===== src/rtl/data_randomizer_if.sv =====
// -----------------------------------------------------------------------------
// data_randomizer_if
//  Wishbone-style single-beat write bus used on both sides of the 802.22 bit
//  randomizer.
//  Signals (names as seen by the randomizer):
//    dat  DATA_W  payload beat (DAT_I / DAT_O)
//    cyc  1       burst/frame active (CYC_I / CYC_O)
//    stb  1       beat valid (STB_I / STB_O)
//    we   1       write qualifier (WE_I / WE_O)
//    ack  1       beat accepted (ACK_O upstream / ACK_I downstream)
//  Modports:
//    master  drives dat/cyc/stb/we and receives ack
//    slave   receives dat/cyc/stb/we and drives ack
// -----------------------------------------------------------------------------
interface data_randomizer_if #(
  parameter int DATA_W = 6
) ();
  logic [DATA_W-1:0] dat;
  logic              cyc;
  logic              stb;
  logic              we;
  logic              ack;

  modport master (output dat, output cyc, output stb, output we, input ack);
  modport slave  (input dat, input cyc, input stb, input we, output ack);
endinterface


===== src/rtl/data_randomizer.sv =====
// -----------------------------------------------------------------------------
// data_randomizer
//  Bit randomizer at the head of the 802.22 TX chain. Each accepted 6-bit beat
//  is XORed with six steps of the PRBS x^15+x^14+1 (MSB first in time) and
//  queued in a 2-entry buffer that feeds the QPSK modulator. The LFSR reloads
//  SEED at every frame boundary (CYC_I low) and, when FRAME_BEATS != 0, after
//  every FRAME_BEATS accepted beats.
//
//  Parameters:
//    SEED         LFSR value loaded at reset and at each frame start
//    FRAME_BEATS  beats per frame before a forced reseed (0 = CYC_I drop only)
//
//  Ports:
//    CLK_I        clock, rising edge
//    RST_I        synchronous active-high reset
//    up (slave)   upstream bus: dat=DAT_I, cyc=CYC_I, stb=STB_I, we=WE_I,
//                 ack=ACK_O (combinational)
//    dn (master)  downstream bus: dat=DAT_O, cyc=CYC_O, stb=STB_O, we=WE_O,
//                 ack=ACK_I
//    BYP_I        randomizer bypass, only with RANDOMIZER_BYPASS_EN
//
//  Build option:
//    RANDOMIZER_BYPASS_EN  adds BYP_I; sampled on the first accepted beat of a
//                          frame and held for that frame. When set, beats pass
//                          through unchanged and the LFSR is frozen.
// -----------------------------------------------------------------------------
module data_randomizer #(
  parameter logic [14:0] SEED        = 15'h7FFF,
  parameter int          FRAME_BEATS = 0
) (
  input  logic                CLK_I,
  input  logic                RST_I,
`ifdef RANDOMIZER_BYPASS_EN
  input  logic                BYP_I,
`endif
  data_randomizer_if.slave    up,
  data_randomizer_if.master   dn
);

  localparam int DATA_W = 6;
  localparam int CNT_W  = (FRAME_BEATS == 0) ? 1 : $clog2(FRAME_BEATS + 1);
  localparam logic [CNT_W-1:0] FB_LAST = CNT_W'(FRAME_BEATS);

  typedef enum logic [1:0] {
    IDLE   = 2'd0,
    ACTIVE = 2'd1,
    DRAIN  = 2'd2
  } state_e;

  state_e            state_q, state_d;
  logic [14:0]       lfsr_q, lfsr_d;
  logic [CNT_W-1:0]  cnt_q, cnt_d;
  logic [1:0]        fill_q, fill_d;
  logic              rd_ptr_q, rd_ptr_d;
  logic              wr_ptr_q, wr_ptr_d;
  logic [DATA_W-1:0] mem_q [2];
  logic [DATA_W-1:0] mem_d [2];

  logic              accept;
  logic              pop;
  logic [20:0]       scr;
  logic [DATA_W-1:0] beat_out;
  logic [14:0]       lfsr_adv;
  logic              byp_now;

  // Six serial LFSR steps folded into one cycle; returns {next_lfsr, data}.
  function automatic logic [20:0] scramble(input logic [14:0]       lfsr_in,
                                           input logic [DATA_W-1:0] din);
    logic [14:0]       l;
    logic [DATA_W-1:0] o;
    logic              fb;
    l = lfsr_in;
    o = din;
    for (int i = DATA_W - 1; i >= 0; i--) begin
      fb   = l[14] ^ l[13];
      o[i] = din[i] ^ fb;
      l    = {l[13:0], fb};
    end
    return {l, o};
  endfunction

  // No accepts while draining the previous frame; the next frame waits for IDLE.
  assign accept = !RST_I && up.cyc && up.stb && up.we &&
                  (fill_q != 2'd2) && (state_q != DRAIN);
  assign pop    = (fill_q != 2'd0) && dn.ack;

`ifdef RANDOMIZER_BYPASS_EN
  logic byp_q, byp_d;

  // First beat of a frame sees BYP_I directly; later beats use the held value.
  assign byp_now = (state_q == IDLE) ? BYP_I : byp_q;

  always_comb begin
    byp_d = byp_q;
    if (accept && (state_q == IDLE)) begin
      byp_d = BYP_I;
    end
  end

  always_ff @(posedge CLK_I) begin
    if (RST_I) begin
      byp_q <= 1'b0;
    end else begin
      byp_q <= byp_d;
    end
  end
`else
  assign byp_now = 1'b0;
`endif

  assign scr      = scramble(lfsr_q, up.dat);
  assign beat_out = byp_now ? up.dat : scr[DATA_W-1:0];
  assign lfsr_adv = byp_now ? lfsr_q : scr[20:DATA_W];

  always_comb begin
    state_d  = state_q;
    lfsr_d   = lfsr_q;
    cnt_d    = cnt_q;
    fill_d   = fill_q;
    rd_ptr_d = rd_ptr_q;
    wr_ptr_d = wr_ptr_q;
    mem_d    = mem_q;

    if (accept) begin
      mem_d[wr_ptr_q] = beat_out;
      wr_ptr_d        = ~wr_ptr_q;
      lfsr_d          = lfsr_adv;
      cnt_d           = cnt_q + CNT_W'(1);
      // The beat that completes a frame used the old LFSR; the next gets SEED.
      if ((FRAME_BEATS != 0) && ((cnt_q + CNT_W'(1)) == FB_LAST)) begin
        lfsr_d = SEED;
        cnt_d  = '0;
      end
    end

    // Frame boundary: CYC_I low reloads the sequence.
    if (!up.cyc) begin
      lfsr_d = SEED;
      cnt_d  = '0;
    end

    if (pop) begin
      rd_ptr_d = ~rd_ptr_q;
    end

    case ({accept, pop})
      2'b10:   fill_d = fill_q + 2'd1;
      2'b01:   fill_d = fill_q - 2'd1;
      default: fill_d = fill_q;
    endcase

    case (state_q)
      IDLE: begin
        if (accept) begin
          state_d = ACTIVE;
        end
      end
      ACTIVE: begin
        if (!up.cyc) begin
          state_d = (fill_d != 2'd0) ? DRAIN : IDLE;
        end
      end
      DRAIN: begin
        if (fill_d == 2'd0) begin
          state_d = IDLE;
        end
      end
      default: state_d = IDLE;
    endcase
  end

  always_ff @(posedge CLK_I) begin
    if (RST_I) begin
      state_q  <= IDLE;
      lfsr_q   <= SEED;
      cnt_q    <= '0;
      fill_q   <= 2'd0;
      rd_ptr_q <= 1'b0;
      wr_ptr_q <= 1'b0;
    end else begin
      state_q  <= state_d;
      lfsr_q   <= lfsr_d;
      cnt_q    <= cnt_d;
      fill_q   <= fill_d;
      rd_ptr_q <= rd_ptr_d;
      wr_ptr_q <= wr_ptr_d;
    end
  end

  // Buffer storage carries no reset; fill_q alone decides what is valid.
  always_ff @(posedge CLK_I) begin
    mem_q <= mem_d;
  end

  assign up.ack = accept;
  assign dn.dat = (fill_q != 2'd0) ? mem_q[rd_ptr_q] : '0;
  assign dn.stb = (fill_q != 2'd0);
  assign dn.we  = (fill_q != 2'd0);
  assign dn.cyc = (state_q != IDLE);

endmodule

===== src/flat_wrapper.sv =====
// flat-port wrapper written by rule: the top's interface ports become plain ports
module data_randomizer_flat 
#(
  parameter logic [14:0] SEED        = 15'h7FFF,
  parameter int          FRAME_BEATS = 0
)
  (CLK_I, RST_I, up_dat, up_cyc, up_stb, up_we, up_ack, dn_dat, dn_cyc, dn_stb, dn_we, dn_ack);
  data_randomizer_if up_i ();
  data_randomizer_if dn_i ();
  input  logic CLK_I;
  input  logic RST_I;
  input wire logic [$bits(up_i.dat)-1:0] up_dat;
  input wire logic [$bits(up_i.cyc)-1:0] up_cyc;
  input wire logic [$bits(up_i.stb)-1:0] up_stb;
  input wire logic [$bits(up_i.we)-1:0] up_we;
  output wire logic [$bits(up_i.ack)-1:0] up_ack;
  output wire logic [$bits(dn_i.dat)-1:0] dn_dat;
  output wire logic [$bits(dn_i.cyc)-1:0] dn_cyc;
  output wire logic [$bits(dn_i.stb)-1:0] dn_stb;
  output wire logic [$bits(dn_i.we)-1:0] dn_we;
  input wire logic [$bits(dn_i.ack)-1:0] dn_ack;
  assign up_i.dat = up_dat;
  assign up_i.cyc = up_cyc;
  assign up_i.stb = up_stb;
  assign up_i.we = up_we;
  assign up_ack = up_i.ack;
  assign dn_dat = dn_i.dat;
  assign dn_cyc = dn_i.cyc;
  assign dn_stb = dn_i.stb;
  assign dn_we = dn_i.we;
  assign dn_i.ack = dn_ack;
  data_randomizer #(.SEED(SEED), .FRAME_BEATS(FRAME_BEATS)) u_core (.CLK_I(CLK_I), .RST_I(RST_I), .up(up_i), .dn(dn_i));
endmodule

===== config.mk =====
export PLATFORM = sky130hd
export DESIGN_NAME = data_randomizer_flat
export DESIGN_NICKNAME = d
export VERILOG_FILES = /design/src/rtl/data_randomizer_if.sv /design/src/rtl/data_randomizer.sv /design/src/flat_wrapper.sv
export SDC_FILE = /design/constraint.sdc
export NUM_CORES = 1
export LEC_CHECK = 0
export ABC_AREA = 1
export CAP_MARGIN = 40
export CORE_ASPECT_RATIO = 1.5
export CORE_MARGIN = 4
export CORE_UTILIZATION = 47
export DETAILED_ROUTE_END_ITERATION = 8
export GPL_TIMING_DRIVEN = 1
export PLACE_DENSITY = 0.74
export SLEW_MARGIN = 25
export SYNTH_ARGS = -nofsm -noshare
export SYNTH_HDL_FRONTEND = slang
export SYNTH_SLANG_ARGS = --single-unit

===== constraint.sdc =====
create_clock -name CLK_I -period 1.58 [get_ports CLK_I]
set_input_delay 0.316 -clock CLK_I [delete_from_list [all_inputs] [get_ports CLK_I]]
set_output_delay 0.316 -clock CLK_I [all_outputs]
set_load 0.005 [all_outputs]

Word-level counts from Yosys, hierarchy flattened:

Cells that the tools add are included.

* add/sub/neg operators: 2
* eq/ne operators: 9
* multiplexer cells: 13
* bitwise gates (word level): 17
* reduce and logical (&&, ||, !) cells: 15
* $lt $le $gt $ge: 3

Operators by type and width (count)
* $mux 6: 5
* $bwmux 12: 1
* $xor 1x1->1: 12
* $mux 2: 4
* $logic_and 1x1->1: 7
* $demux 6 s1: 1
* $ne 2x2->1 const B: 3
* $pmux 2 s3: 1
* $reduce_bool 2->1: 3
* $eq 2x1->1 const B: 2
* $eq 2x2->1 const B: 2
* $ge 2x2->1 const B: 2
* $logic_not 2->1: 2
* $ne 2x1->1 const B: 2
* $not 1->2: 2
* $pmux 2 s2: 1
* $not 1->1: 3
* $reduce_and 3->1: 1
* $add 2x1->2 const B: 1
* $lt 2x1->1 const B: 1
* $reduce_or 2->1: 1
* $sub 2x1->2 const B: 1
* $logic_not 1->1: 1

* output and inout port bits: 10
* register bits: 33
* logic and storage cells: 66
* bits of input ports: 12

Depth between registers and ports, before layout:

Gate-level depths: netlist of the first run.

* depth in word-level cells: 12
* mapped depth: 14
* mapped depth without buffers: 13

Least setup slack after synthesis of the first run:

OpenSTA, ideal clock, no wires.

* path kind: input port to flip-flop
* start point: input port up_cyc
* end point: register u_core.state_q[1]
* data arrival time: 1.527 ns
* required time: 1.471 ns
* stages on the path: 11
* buffers on the path: 1
* setup slack: -0.055 ns
* setup time: 0.109 ns
* path through: inv_1 -> nor2_4 -> nand2_4 -> inv_2 -> nand2_4 -> buf_6 -> ha_1 -> xor2_1 -> nand3_1 -> nand2_1 -> inv_1

* cells in the longest elaborated chain, start to end: 11
* elaborated cells on any way between the ends: 17
* those cells by class: 5 x eq/ne; 4 x mux; 8 x reduce/logical

Ends and longest elaborated chain
* start: declaration: RTL line flat_wrapper.sv:13 `input wire logic [$bits(up_i.cyc)-1:0] up_cyc;`
* $logic_and 1x1->1 (4 in series): RTL line data_randomizer.sv:83 `assign accept = !RST_I && up.cyc && up.stb && up.we &&`
* $logic_and 1x1->1: RTL line data_randomizer.sv:84 `(fill_q != 2'd2) && (state_q != DRAIN);`
* $eq 2x1->1 / $eq 2x2->1 (equally long branches): RTL line data_randomizer.sv:146 `case ({accept, pop})`
* $pmux 2 s2: RTL line data_randomizer.sv:146
* $reduce_bool 2->1: RTL line data_randomizer.sv:160 `state_d = (fill_d != 2'd0) ? DRAIN : IDLE;`
* $mux 2: RTL line data_randomizer.sv:160
* $mux 2: RTL line data_randomizer.sv:159 `if (!up.cyc) begin`
* $pmux 2 s3: RTL line data_randomizer.sv:152 `case (state_q)`
* end signal: assignment: RTL line data_randomizer.sv:181 `state_q <= state_d;`
* end: declaration: RTL line data_randomizer.sv:50 `state_e state_q, state_d;`

Parallel ways exist; a longest one is shown, timed or not. The select of a mux whose other input is x is not followed.
A chain may end at the register's enable or synchronous reset.

Worst setup path after layout of the first run:

* start point: register u_core.fill_q[1]
* end point: output port dn_dat[1]

* cells in the longest elaborated chain, start to end: 2

Ends and longest elaborated chain
* start: declaration: RTL line data_randomizer.sv:53 `logic [1:0] fill_q, fill_d;`
* start signal: assignment: RTL line data_randomizer.sv:184 `fill_q <= fill_d;`
* $reduce_bool 2->1: RTL line data_randomizer.sv:196 `assign dn.dat = (fill_q != 2'd0) ? mem_q[rd_ptr_q] : '0;`
* $mux 6: RTL line data_randomizer.sv:196
* end: declaration: RTL line flat_wrapper.sv:17 `output wire logic [$bits(dn_i.dat)-1:0] dn_dat;`

Every way passes these cells.

==> impl_metrics.ini, run 1 <==
[logic_synthesis]
synth_mux_area_frac = 0
netlist_area_mm2 = 0.00145
yosys.area_share.xor_xnor = 0.0785
synthFlopType = dfxtp_1
synthAdderAreaFrac = 0.00863
yosys.area_share.simple = 0.268
ys_seq_area_frac = 0.538
synth_top_area_cell = dfxtp_1
synth_compound_area_frac = 0.0440
ys_ff_latch = 33
synthCells = 163
synth_area_leaders = dfxtp_1 29%, edfxtp_1 25%, nand2_1 13%, xor2_1 7.9%, nand3_1 6.2%
synth_top_cell_area_share = 0.290
ys_warn_count = 0
synth.most_common_cell = nand2_1
synth_cell_type_count = 20
syn_nets = 176
synth_edf_count = 12
synth_commonest_cells = 52 x nand2_1, 21 x dfxtp_1, 18 x nand3_1
post_synth.cell_area_avg_um2 = 8.90
synth_top_family_by_area = simple AND/OR/NAND/NOR gates
async_flop_share = 0

[grt]
grt_pass1_vias = 1088
track_usage = 0.146
grt_first_pass_wirelength_um = 4440
grt_max_degree = 18
gr-total-overflow = 0
antenna_found_initial = 0

[placed_design]
postPlaceCellArea_mm2 = 0.00176
port_buffers = 21
dp_cells = 227
gp_congestion = 0.749
dpl.hpwl_um = 2130

[run]
drv_cap = 0

[drt]
drc_errors = 0
routed_via_density = 4.85
drt_wl_total_um = 2730
drtIter0Drc = 24
antenna_left = 0
wire_per_inst_um = 11.5
dr.pass1.iters = 4
num_vias = 1149

[hold_path]
hp-class = reg2reg
holdPathStages = 2

[critical_path]
slowest_delay_ps = 360
rr_worst_depth = 8
crit_arrival_ps = 1200
crit_path_max_fanout = 8
criticalPathCategory = reg2out
start_kind = flop
cp_slowest_cell = dfxtp_4
crit_chain = nor2_4 -> a21oi_1 -> dlygate4sd2_1
cp-end-kind = output pin
critPathRequiredTime_ps = 1260

[floorplanning]
dieArea_mm2 = 0.00406
core_mm2 = 0.00294
start_util = 0.493
ioPinCount = 22
fp.dieH_um = 76.0
die_w_um = 53.4
fp-row-count = 24

[sta]
fin_setup_tns_ps = 0
holdWs_ps = 458
slew_headroom = 0.829
skew_ps = 6.54
drv_slew = 0
timing.fmax_mhz = 661
fin_crit_ps = 1510
finalCritPeriodShare = 0.958
setup_viol_count_final = 0
tightestPinTransition_ps = 255
hold_viol_final = 0
rsz0062_at_grt = true

[clocking]
ctsLongestPathBuffers = 2
cts_root_buf = clkbuf_8
clk_latency_ps = 280
cts-buffers-inserted = 5
htree_num_levels = 2
holdBufCountCts = 0
path_clk_slew_ps = 70
cts_tree = done
cts.sinks = 33

[cells_and_area]
area_delta_synth_final_pct = 34.4
post-route-util = 0.662
layout-drive-gt1-share = 0.222
ff_latch_area_um2 = 793
fin_nets = 210
finalNonFillerCells = 237
stdcell_area_mm2 = 0.00195
antenna_cells = 0
multi_input_area_um2 = 634
fill_cells = 237

[power_and_ir_drop]
ir_drop_v = 0.000982
p_per_area_mw_per_mm2 = 1070
leakage_uw = 0.000921

[status]
status = finished, final reports clean
repair_timing:
action                                  4_1_cts  5_1_grt
gates resized for setup                      27       13
setup buffers                                 2        0
endpoints found under the setup margin       19        4
hold endpoints to repair                      0        0
pin swaps                                     2        6
state kept, by name, summed over array words and instances, names as in the netlist:
register         count
u_core.fill_q        2
u_core.lfsr_q       15
u_core.mem_q        12
u_core.rd_ptr_q      1
u_core.state_q       2
u_core.wr_ptr_q      1
final timing paths:
check	from	end	slack, ps
worst max-delay path	u_core.fill_q[1]	dn_dat[1]	70
worst min-delay path	u_core.lfsr_q[0]	u_core.lfsr_q[6]	460
worst max register to register	u_core.fill_q[1]	u_core.state_q[1]	130
worst min register to register	u_core.lfsr_q[0]	u_core.lfsr_q[6]	460
critical path, delay by kind of cell, from the launching register on:
family / cells / cell delay [ps]
DFF: 1 / 360
and+or+nand+nor: 1 / 220
buffers and inverters: 1 / 270
AOI/OAI and AO/OA: 1 / 70
per-layer routing:
| layer | global-route usage | vias to the layer above | wire length (µm) |
|---|---|---|---|
| met4 | 0.0563 | 0 | 64 |
| met3 | 0.0705 | 6 | 209 |
| met5 | 0 | - | 0 |
| li1 | - | 590 | - |
| met1 | 0.134 | 524 | 993 |
| met2 | 0.260 | 29 | 1470 |
cells by family after synthesis:
| logic type | count (synthesis) |
|---|---|
| xor+xnor | 13 |
| compound gates | 12 |
| flops | 33 |
| buf+inv | 19 |
| fa+ha+maj | 1 |
| simple gates | 85 |
layout by cell type (no fill, tap or decap), drive strengths merged, types with 7 or more instances in the layout:
cell type and instances:
nand2 54, dlygate4sd2 11, clkbuf 7, nand3 19, xor2 13, nor2 11
inv 14, buf 11, clkdlybuf4s50 7, edfxtp 12, a21oi 10, dfxtp 21
through the flow:
stage          worst slack [ps]  total power [µW]
2_1_floorplan              2.07              1060
3_3_place_gp               -472              1170
3_5_place_dp               -487              1180
4_1_cts                   -6.28              2100
5_1_grt                   -6.67              2180
6_report                   66.4              2090
layout make-up:
class | instances | share of cell area
sequential | 33 | 0.407
multi-input combinational | 111 | 0.325
timing repair buffer | 32 | 0.143
clock buffer | 5 | 0.0353
clock inverter | 3 | 0.0334
inverter | 14 | 0.0308
tap | 39 | 0.0250
power breakdown:
group          total (µW)  internal (µW)  switching (µW)
clock                 917            626             291
combinational         249            120             129
sequential            922            902            20.2
No activity file was read; power rests on OpenSTA's default activity.
==> run 2: changes to the inputs <==
RECOVER_POWER = 50   (was default)
==> results of run 2 <==
Final layout, timing and power as in run 1 (identical DEF).
==> RTL change (flow settings as in run 1) <==
The 3 states of `state_e` get a one-hot encoding in 3 bits.
--- a/src/rtl/data_randomizer.sv
+++ b/src/rtl/data_randomizer.sv
@@ -43,6 +43,6 @@
 
-  typedef enum logic [1:0] {
-    IDLE   = 2'd0,
-    ACTIVE = 2'd1,
-    DRAIN  = 2'd2
+  typedef enum logic [2:0] {
+    IDLE   = 3'b001,
+    ACTIVE = 3'b010,
+    DRAIN  = 3'b100
   } state_e;
Formal check against the unedited RTL: same outputs for any inputs over 10 cycles, from zero or initial values and one cycle with RST_I high; not proved beyond that.
==> RTL change against run 1 <==
  * The flow now finishes with violations (negative setup slack)
  * Setup slack got worse by 0.32 ns
  * Routed wire length up 37%
  * Sequential share of layout area down 5.3 points
  * Sequential cell count is 1 higher
  * Count of clock-buffer cells in the layout unchanged
  * Total power grew 4.8%
  * Final area rose by 18%
  * Synthesized area is 6.7% higher
  * Critical path type is now flop to flop
==> RTL change: results (changes against run 1) <==
Outcome = complete, but fails checks
Failing checks = negative setup slack
P_int = 1707 uW (+3.6%)
WL met2 = 2105 microns (+44%)
Signal buffers share of area = 0.2082 (+0.06504)
Largest net degree at the start of global routing = 20 (+2)
Setup violators final = 10 (+10)
Top Registers = u_core.lfsr_q x15, u_core.mem_q x12, u_core.state_q x3
Met3 Use GR = 0.05313 (-0.01732)
Critical Path AT = 2.02 ns (+0.82 ns)
Family with the most delay on the worst path = simple AND/OR/NAND/NOR gates
Hold Crit Endpoint = u_core.lfsr_q[13]
Max FO, Critical Path = 3 (-5)
Lkg Pwr = 0.0009446 uW (+2.5%)
Global-route usage over all layers = 0.1966 (+0.05043)
Util after Layout = 0.7267 (+0.06432)
Routed length on met3 = 174 microns (-17%)
Final Wtd Congestion = 0.8420 (+12%)
Layout cells sized above 1 = 0.3195 (+0.09728)
Sink Count = 34 (+3.0%)
Synth Area in Adders = 0.008084 (-0.0005441)
Setup TNS = -0.7725 ns (-0.7725 ns)
Vias in the first global route = 1385 (+27%)
Reg2reg start = u_core.state_q[0]
Hold Path Origin = u_core.lfsr_q[7]
VDD IR-drop max = 1.072 mV (+9.1%)
Post-CTS setup buffers = 15 (+13)
Setup CP Type = flop to flop
Grt met1 use = 0.2105 (+0.07629)
Post-cts resize count = 23 (-15%)
Seq. pwr = 944 uW (+2.4%)
Mapped Nets = 193 (+9.7%)
Netlist cell types = 23 (+15%)
Routing usage on met2 = 0.3472 (+0.08671)
Global-route wire length before repair = 6147 microns (+39%)
Measured slew at the worst slew-check pin = 0.5128 ns (+0.2578 ns)
Vias/cell = 4.897 (+1.0%)
Pwr dens = 952.9 nW/um^2 (-11%)
Nets = 253 (+20%)
Register area share after synthesis = 0.5174 (-0.02101)
R2r endpoint = u_core.state_q[2]
Syn Area/Cell = 8.599 sq um (-3.4%)
Initial DRC count = 49 (+100%)
Fill cell count = 221 (-6.8%)
Multi-input combinational area share = 0.3030 (-0.02242)
Inverter count = 32 (+18)
Dpl hpwl = 2408 microns (+13%)
Clock Network Area Fraction = 0.05777 (-0.01091)
Setup WS post-layout = -0.2489 ns (-0.3152 ns)
Number of cells after detailed placement = 258 (+14%)
WL final = 3740 microns (+37%)
Post-Synth XOR/XNOR Area = 0.07357 (-0.004951)
R2R depth = 13 (+5)
-- RTL change: cell count changes after synthesis, moves of 3 or more --
| cell | before | now |
|---|---|---|
| inv_1 | 12 | 29 |
| nor2_1 | 9 | 12 |
| nand3_1 | 18 | 5 |
| xnor2_1 | 0 | 12 |
| o21ai_1 | 0 | 8 |
| o31ai_1 | 0 | 7 |
| xor2_1 | 13 | 1 |
| nand2_1 | 52 | 40 |
-- RTL change: cells by family after synthesis --
| logic type | count (synthesis) |
|---|---|
| compound gates | 30 |
| xor+xnor | 13 |
| fa+ha+maj | 1 |
| buf+inv | 37 |
| flops | 34 |
| simple gates | 65 |
-- RTL change: through the flow --
stage | setup slack (ns) | power (uW)
global route | -0.3598 | 2279
finish | -0.2489 | 2188
detailed placement | -0.4870 | 1227
CTS | -0.1535 | 2157
global placement | -0.4425 | 1217
floorplan | -0.1501 | 1088
